## src/rtl/hazard_scoreboard.sv

```systemverilog
// hazard_scoreboard: hazard and forwarding controller for the pipelined MIPS core.
// A registered scoreboard records the destination register of every in-flight
// post-ID instruction (entry 0 = EX ... entry DEPTH-1 = WB). Latch enables,
// flushes, the PC enable and the forwarding selects are derived combinationally
// from the scoreboard and the current ID/MEM inputs.
module hazard_scoreboard #(
    parameter int DEPTH          = 3,
    parameter int FWD_EN         = 1,
    parameter int REDIRECT_STAGE = 1,
    parameter int FS             = $clog2(DEPTH + 1)
) (
    input  logic          CLK,
    input  logic          RST,
    input  logic          id_valid,
    input  logic [4:0]    id_rs,
    input  logic [4:0]    id_rt,
    input  logic          id_use_rs,
    input  logic          id_use_rt,
    input  logic          id_wr,
    input  logic [4:0]    id_wsel,
    input  logic          id_late,
    input  logic          redirect,
    input  logic          dmem_req,
    input  logic          dhit,
    output logic          pc_en,
    output logic          en_ID,
    output logic          en_EX,
    output logic          en_MEM,
    output logic          flush_ID,
    output logic          flush_EX,
    output logic          flush_MEM,
    output logic [FS-1:0] fwd_rs,
    output logic [FS-1:0] fwd_rt,
    output logic [1:0]    hazard,
    output logic [15:0]   stall_cnt
);

    typedef enum logic [1:0] {
        HZ_NONE = 2'd0,
        HZ_CTRL = 2'd1,
        HZ_DATA = 2'd2,
        HZ_MEM  = 2'd3
    } hz_e;

    // Scoreboard state: valid bits are control, wsel/late ride along as data.
    logic [DEPTH-1:0] sb_v;
    logic [DEPTH-1:0] sb_late;
    logic [4:0]       sb_wsel [DEPTH];
    logic [DEPTH-1:0] nxt_v;
    logic [DEPTH-1:0] nxt_late;
    logic [4:0]       nxt_wsel [DEPTH];

    logic [DEPTH-1:0] hit_rs;
    logic [DEPTH-1:0] hit_rt;
    logic             stall_hit;
    hz_e              hz;

    // Select of the youngest (lowest-index) matching entry, encoded as index+1.
    function automatic logic [FS-1:0] youngest(input logic [DEPTH-1:0] hits);
        logic [FS-1:0] sel;
        sel = '0;
        for (int i = DEPTH - 1; i >= 0; i--) begin
            if (hits[i]) sel = FS'(i + 1);
        end
        return sel;
    endfunction

    // Saturating 16-bit increment for the stall counter.
    function automatic logic [15:0] sat_inc(input logic [15:0] c);
        return (c == 16'hFFFF) ? c : c + 16'd1;
    endfunction

    // Per-entry match against the used ID sources; register 0 never matches.
    always_comb begin
        hit_rs = '0;
        hit_rt = '0;
        for (int i = 0; i < DEPTH; i++) begin
            hit_rs[i] = sb_v[i] && (sb_wsel[i] != 5'd0) && id_use_rs && (sb_wsel[i] == id_rs);
            hit_rt[i] = sb_v[i] && (sb_wsel[i] != 5'd0) && id_use_rt && (sb_wsel[i] == id_rt);
        end
    end

    // Data hazard: with forwarding only a late result in EX stalls; without it,
    // every entry before WB stalls (WB is covered by register-file write-through).
    always_comb begin
        stall_hit = 1'b0;
        for (int i = 0; i < DEPTH - 1; i++) begin
            if ((FWD_EN == 0) || ((i == 0) && sb_late[0])) begin
                stall_hit = stall_hit | hit_rs[i] | hit_rt[i];
            end
        end
        stall_hit = id_valid && stall_hit;
    end

    // Hazard priority: memory freeze, then redirect, then data stall.
    always_comb begin
        hz = HZ_NONE;
        if (dmem_req && !dhit) begin
            hz = HZ_MEM;
        end else if (redirect) begin
            hz = HZ_CTRL;
        end else if (stall_hit) begin
            hz = HZ_DATA;
        end
    end

    // Pipeline control outputs and forwarding selects for the chosen hazard.
    always_comb begin
        pc_en     = 1'b1;
        en_ID     = 1'b1;
        en_EX     = 1'b1;
        en_MEM    = 1'b1;
        flush_ID  = 1'b0;
        flush_EX  = 1'b0;
        flush_MEM = 1'b0;
        fwd_rs    = '0;
        fwd_rt    = '0;
        hazard    = hz;
        case (hz)
            HZ_MEM: begin
                pc_en  = 1'b0;
                en_ID  = 1'b0;
                en_EX  = 1'b0;
                en_MEM = 1'b0;
            end
            HZ_CTRL: begin
                // Latch k feeds scoreboard entry k; those younger than the jump are flushed.
                flush_ID  = 1'b1;
                flush_EX  = (REDIRECT_STAGE >= 1);
                flush_MEM = (REDIRECT_STAGE >= 2);
            end
            HZ_DATA: begin
                pc_en    = 1'b0;
                en_ID    = 1'b0;
                flush_EX = 1'b1;
            end
            default: ;
        endcase
        if ((FWD_EN != 0) && (hz != HZ_DATA)) begin
            fwd_rs = youngest(hit_rs);
            fwd_rt = youngest(hit_rt);
        end
    end

    // Next scoreboard contents: hold on freeze, otherwise shift toward WB.
    always_comb begin
        nxt_v    = sb_v;
        nxt_late = sb_late;
        nxt_wsel = sb_wsel;
        if (hz != HZ_MEM) begin
            for (int i = DEPTH - 1; i >= 1; i--) begin
                nxt_v[i]    = sb_v[i-1];
                nxt_wsel[i] = sb_wsel[i-1];
                nxt_late[i] = sb_late[i-1];
            end
            nxt_v[0]    = (hz == HZ_NONE) && id_valid && id_wr;
            nxt_wsel[0] = id_wsel;
            nxt_late[0] = id_late;
            if (hz == HZ_CTRL) begin
                for (int i = 1; i < DEPTH; i++) begin
                    if (i <= REDIRECT_STAGE) nxt_v[i] = 1'b0;
                end
            end
        end
    end

    // Control state: entry valid bits and the stall counter, cleared by reset.
    always_ff @(posedge CLK or posedge RST) begin
        if (RST) begin
            sb_v      <= '0;
            stall_cnt <= '0;
        end else begin
            sb_v <= nxt_v;
            if (!pc_en) stall_cnt <= sat_inc(stall_cnt);
        end
    end

    // Entry payload; only meaningful while the matching valid bit is set.
    always_ff @(posedge CLK) begin
        sb_wsel <= nxt_wsel;
        sb_late <= nxt_late;
    end

endmodule

```

## config.mk

```make
export PLATFORM = sky130hd
export DESIGN_NAME = hazard_scoreboard
export DESIGN_NICKNAME = d
export VERILOG_FILES = /design/src/rtl/hazard_scoreboard.sv
export SDC_FILE = /design/constraint.sdc
export NUM_CORES = 1
export LEC_CHECK = 0
export CORE_ASPECT_RATIO = 1.75
export CORE_UTILIZATION = 48
export DETAILED_ROUTE_END_ITERATION = 10
export MAX_ROUTING_LAYER = met4
export PLACE_DENSITY_LB_ADDON = 0.3
export SYNTH_ARGS = -nofsm -noshare
export SYNTH_HDL_FRONTEND = slang
export SYNTH_SLANG_ARGS = --single-unit
```

## constraint.sdc

```tcl
create_clock -name CLK -period 3.1 [get_ports CLK]
set_input_delay 0.465 -clock CLK [delete_from_list [all_inputs] [get_ports CLK]]
set_output_delay 0.465 -clock CLK [all_outputs]
set_load 0.02 [all_outputs]
```

==> summary.txt <==
Pwr
  • PD cells: 493 nW/um2
  • Leakage: 1.25 nW
  • Maximum vdd drop: 0.000419 V

Global route
  • Largest net degree at the start of global routing: 20
  • GRT Overall Usage: 25.8%
  • First-pass GRT wire length: 7.98 mm
  • Number of antenna violations at the first check in global routing: 0
  • Global route total overflow: 0
  • Vias in the first global route: 1,718

Timing
  • Clk_skew: 0.00396 ns
  • Hold_ws: 0.526 ns
  • Max Fclk: 0.334 GHz
  • Slew @ Worst Pin: 0.705 ns
  • Max_slew headroom: 52.9%
  • Fin crit share: 96.5%
  • Final Hold Violating Endpoints: 0
  • Max-slew violations: 0
  • Final setup fails: 0
  • Unrepaired setup endpoints after global routing: yes
  • Clock period minus worst slack: 2.99 ns

Logic synthesis
  • Leading cell types by total area after synthesis: edfxtp_1, dfrtp_1, xnor2_1
  • Mapped Cells: 177
  • Top cell type's share of synthesized area: 24.2%
  • Mapped Nets: 207
  • Synth Register Bits: 35
  • Main synth FF type: dfrtp_1
  • Synth Cell Area: 1980 um2
  • Synth Warn #: 0
  • Cell taking the most area after synthesis: edfxtp_1
  • Ys async rst share: 54.3%
  • Number of synthesized flops with an enable pin: 16
  • Synth cell types: 37
  • Mean cell area of the mapped netlist: 11.2 um2
  • Seq/Total Area, Yosys: 48.2%

Hold path
  • Hold path start: stall_cnt[0]$_DFFE_PP0P_
  • Hold Crit Class: reg -> reg
  • Worst Hold Path EP: stall_cnt[0]$_DFFE_PP0P_
  • Worst Hold Depth: 1

Finish
  • Non-Filler Instances: 311
  • Share of layout cells above drive strength 1: 22.4%
  • Leading cell type in the layout, fill and taps excluded: clkdlybuf4s50_1
  • Area grow syn2layout: 47.8%
  • Diode count: 0
  • Most frequent cells in the layout: clkdlybuf4s50_1, xnor2_1, buf_4, dfrtp_1, nand2_1
  • Nets: 292

Setup path
  • FF-to-FF Start: sb_wsel[13]$_DFFE_PP_
  • WP data arrival: 2.53 ns
  • WS Path Type: reg -> out
  • Cells on worst reg2reg path: 13
  • Reg2reg end: stall_cnt[13]$_DFFE_PP0P_
  • Worst reg2reg setup slack: 0.16 ns
  • CP endpoint kind: output pin
  • Setup crit start kind: flip-flop
  • CP Max Fanout: 5
  • Worst endpoint required time: 2.63 ns

Drt
  • Initial DRT Pass Iterations: 4
  • Total wire length: 5.00 mm
  • WL/cell: 16.1 um
  • Initial drt markers: 44
  • Detailed-route via count: 1,653
  • Drt drc: 0
  • Post-DRT Antenna Nets: 0
  • Vias per inst: 5.32

Outcome
  • Status: finished clean

CTS
  • Clk slew on worst S/H paths: 0.07 ns
  • CTS tree: done
  • Clk sinks: 35
  • Post-cts hold buffer count: 0
  • H-tree level count: 2
  • Clock buffer depth: 2
  • Root buffer cell: clkbuf_8
  • Clock latency on the worst-skew pair: 0.29 ns
  • CTS buffer count: 5

Place
  • Post-DP HPWL: 3.81 mm
  • Cell Count Post-Placement: 300
  • Global placement routability congestion: 0.907
  • # port buffers: 52

Floorplanning
  • Core area: 3900 um2
  • Die ar.: 4410 um2
  • Starting Density: 50.8%
  • Die Y: 87.1 um
  • Cell row count: 30
  • Die W: 50.6 um
  • IO Pins: 54

Run
  • Max_cap viols: 0
per-stage QoR:
stage          setup WS, ns  util (%)  TNS [ns]  area (um2)  total power [W]
2_1_floorplan         0.130         -         0        1990         0.000846
3_3_place_gp         -0.210      70.3     -2.32        2740          0.00104
3_5_place_dp         -0.267      70.3     -3.73        2740          0.00105
4_1_cts            0.000857      73.3         0        2860          0.00145
5_1_grt             -0.0735      75.1    -0.117        2930          0.00151
6_report              0.108      75.1         0        2930          0.00145
state kept, by name, summed over array words and instances, names as in the netlist:
name       flops
sb_wsel       15
stall_cnt     16
sb_v           3
sb_late        1
synthesized netlist by cell type, types with 3 or more instances:
| master | count |
|---|---|
| nor3_2 | 3 |
| nor3_1 | 8 |
| nand4_1 | 6 |
| o21ai_0 | 4 |
| xor2_1 | 9 |
| inv_1 | 4 |
| nor2_2 | 3 |
| nor2_1 | 8 |
| edfxtp_1 | 16 |
| nand3_1 | 10 |
| xnor2_1 | 33 |
| dfrtp_1 | 19 |
| nand2_1 | 17 |
| buf_4 | 3 |
| ha_1 | 5 |
cell type report:
cell class | count | area, um2
fill | 280 | 971
multi-input combinational | 135 | 1050
clock inverter | 3 | 38.8
clock buffer | 5 | 68.8
inverter | 4 | 15.0
sequential | 35 | 956
tap | 48 | 60.1
timing repair buffer | 81 | 744
where the power goes:
part | total [W] | switching [W] | internal [W]
Combinational | 0.000398 | 0.000189 | 0.000209
Clock | 0.000399 | 0.000163 | 0.000235
Sequential | 0.000649 | 0.0000934 | 0.000556
kinds of logic after synthesis:
logic type               synth area share, %
AO/OA/AOI/OAI                           4.10
buffers and inverters                   1.89
XOR/XNOR                                18.5
flip-flops                              48.2
AND/OR/NAND/NOR                         22.3
multiplexers                            1.70
adder cells (fa/ha/maj)                 3.15
other                                  0.189
metal layers:
metal	wire length (um)	track usage, %
met5	0	-
met4	293	18.2
met3	223	4.01
met2	2780	46.2
met1	1710	24.4
critical path: stages, from the launching register on:
cell and delay, ns:
edfxtp_1 0.40, or4_4 0.57, o21ai_4 0.16, nor3_2 0.08
nor2_2 0.18, o31ai_4 0.10, ha_4 0.20, buf_4 0.14
nor2_4 0.13, clkdlybuf4s15_2 0.28
worst max-delay path by stage:
stage	startpoint	end	slack, ns	depth (start not counted)
after global placement	id_rs[2]	en_EX	-0.21	9
final	sb_wsel[12]$_DFFE_PP_	pc_en	0.11	9
after global routing	id_rt[2]	stall_cnt[13]$_DFFE_PP0P_	-0.07	13
after CTS	sb_wsel[11]$_DFFE_PP_	en_ID	0.0009	9
after floorplan	sb_wsel[11]$_DFFE_PP_	en_MEM	0.13	8
after detailed placement	id_rt[1]	en_MEM	-0.27	9
timing repair:
action | 4_1_cts | 5_1_grt
buffers inserted | 1 | 2
endpoints found under the hold margin | 0 | 0
gates resized for setup | 18 | 11
pin swaps | 2 | 10
setup endpoints to repair | 11 | 17
Note: power is estimated with default switching activity, not from simulation.
==> edit (same settings) <==
`DEPTH`: 3 -> 2.
--- a/src/rtl/hazard_scoreboard.sv
+++ b/src/rtl/hazard_scoreboard.sv
@@ -4,7 +4,7 @@
 // flushes, the PC enable and the forwarding selects are derived combinationally
 // from the scoreboard and the current ID/MEM inputs.
 module hazard_scoreboard #(
-    parameter int DEPTH          = 3,
+    parameter int DEPTH          = 2,
     parameter int FWD_EN         = 1,
     parameter int REDIRECT_STAGE = 1,
     parameter int FS             = $clog2(DEPTH + 1)
Function: changed (Yosys sat finds a counterexample within 4 cycles, from zero or initial values and one cycle with RST high).
==> edit against the original RTL <==
Power is 19% lower. Wire length is 6.8% lower. Clock power is 25% lower. Sequential cell count is 6 lower. Non-clock buffer count is 2 higher. Sequential power is 18% lower. Clock skew is 0.0024 ns higher. Setup slack worse by 0.043 ns. Core utilization is 5.3 points higher. Final area is 13% lower. First-iteration DRC count is 36% lower. Hold slack worse by 0.041 ns. Area after synthesis is 19% lower. Critical path type unchanged. Highest routed layer unchanged.
==> edit: results (changes against the original RTL) <==
mux contribution to synthesized area=0% (-1.7 points); number of global-route vias before repair=1614 (-6.1%); drt wl/cell=17.1 um (+6.2%); Post-Synthesis Cells=142 (-20%); switching pwr=0.383 mW (-14%); worst vdd ir=532 uV (+27%); crit path DAT=2.57 ns (+0.04 ns); Synth Net Count=172 (-17%); area fraction in compound gates after synthesis=5.35% (+1.3 points); FF-to-FF End=stall_cnt[10]$_DFFE_PP0P_; share of cells above drive strength 1=29.1% (+6.7 points); leading post-synthesis cells by cell area=dfrtp_1 (28%), edfxtp_1 (20%), xor2_1 (12%); max-cap viol count=0 (unchanged); Final Worst Setup Slack=0.0651 ns (-0.0431 ns); Post-Synth Adder-Cell Area=3.88% (+0.73 points); GR Util met3=5.06% (+1.0 points); via count=1460 (-12%); grt met1 use=25.6% (+1.2 points); metal2 WL=2.79 mm (+0.40%); CTS resizes=49 (+31); Post-synth top cells=xor2_1 (22), dfrtp_1 (18), nand2_1 (13), xnor2_1 (13), edfxtp_1 (11); first-pass GRT wire length=7.08 mm (-11%); Setup Fix Bufs, Post-CTS=4 (+3); FF-to-FF setup slack=0.10 ns (-0.06 ns); post-synthesis sequential area ratio=48.4% (+0.24 points); Final HPWL DP=3.40 mm (-11%); clock power share=25.6% (-2.0 points); met3 wire length=155 um (-30%); Leakage=1.16 nW (-7.3%); FFs w/ async S/R, synth=62.1% (+7.8 points); pin count of the biggest net entering global routing=19 (-5.0%); Clk. pwr=0.298 mW (-25%); Worst R2R Start=sb_wsel[8]$_DFFE_PP_; worst reg2reg path depth=14 (+1); Synth cell types=33 (-11%); initial antenna violation count=0 (unchanged); hold depth=0 (-1); met2 usage=52.9% (+6.7 points); outcome=complete, no violations; Metal-1 WL=1.54 mm (-10%); Inserted Clock Buffers=5 (unchanged); Regs by FF count=stall_cnt x16, sb_wsel x10, sb_v x2; Fin Clk Skew=0.00632 ns (+0.00236 ns); Hold Path End=sb_wsel[2]$_DFFE_PP_; worst hold slack=0.485 ns (-0.0406 ns); CORE AREA=3180 sq um (-19%); CP endpoint=fwd_rs[1]; nets=259 (-11%); cell area after synthesis=1610 sq um (-19%); GRT Total Usage=28.9% (+3.0 points); setup slack after placement=-0.604 ns (-0.337 ns); crit-path max FO=3 (-2); Post-synth EDFFs=11 (-5); routed vias/inst=5.35 (+0.62%); Slew @ Worst Pin=0.700 ns (-0.00480 ns); fraction of synthesized cell area in xor and xnor cells=19.0% (+0.47 points); sequential power share=45.4% (+0.5 points)
[edit: cell count changes in the layout (fill, tap and decap cells not counted), sizes merged, moves of 4 or more]
cell / unedited run / this run
xnor2: 33 / 13
dlygate4sd2: 9 / 4
nor2: 11 / 7
edfxtp: 16 / 11
nand2: 17 / 13
buf: 29 / 39
nor3b: 0 / 4
xor2: 9 / 22
nor3: 11 / 0
[edit: worst max-delay path, stage by stage (launching register included)]
cell      delay, ns
edfxtp_1       0.44
buf_6          0.15
xor2_1         0.17
nor4_1         0.28
and3_1         0.28
nor2_4         0.07
o41ai_4        0.28
ha_2           0.29
nor3b_2        0.06
nand4_1        0.07
a21oi_1        0.05
buf_4          0.16
[edit: layout make-up]
class                           instances  area, sq um  share of cell area [%]
Timing Repair Buffer                   83          729                    28.6
Clock buffer                            6         72.6                    2.84
Clock inverter                          2         10.0                   0.392
Tap cell                               43         53.8                    2.11
Multi-Input combinational cell        106          893                    35.0
Sequential cell                        29          781                    30.6
Inverter                                4         15.0                   0.588
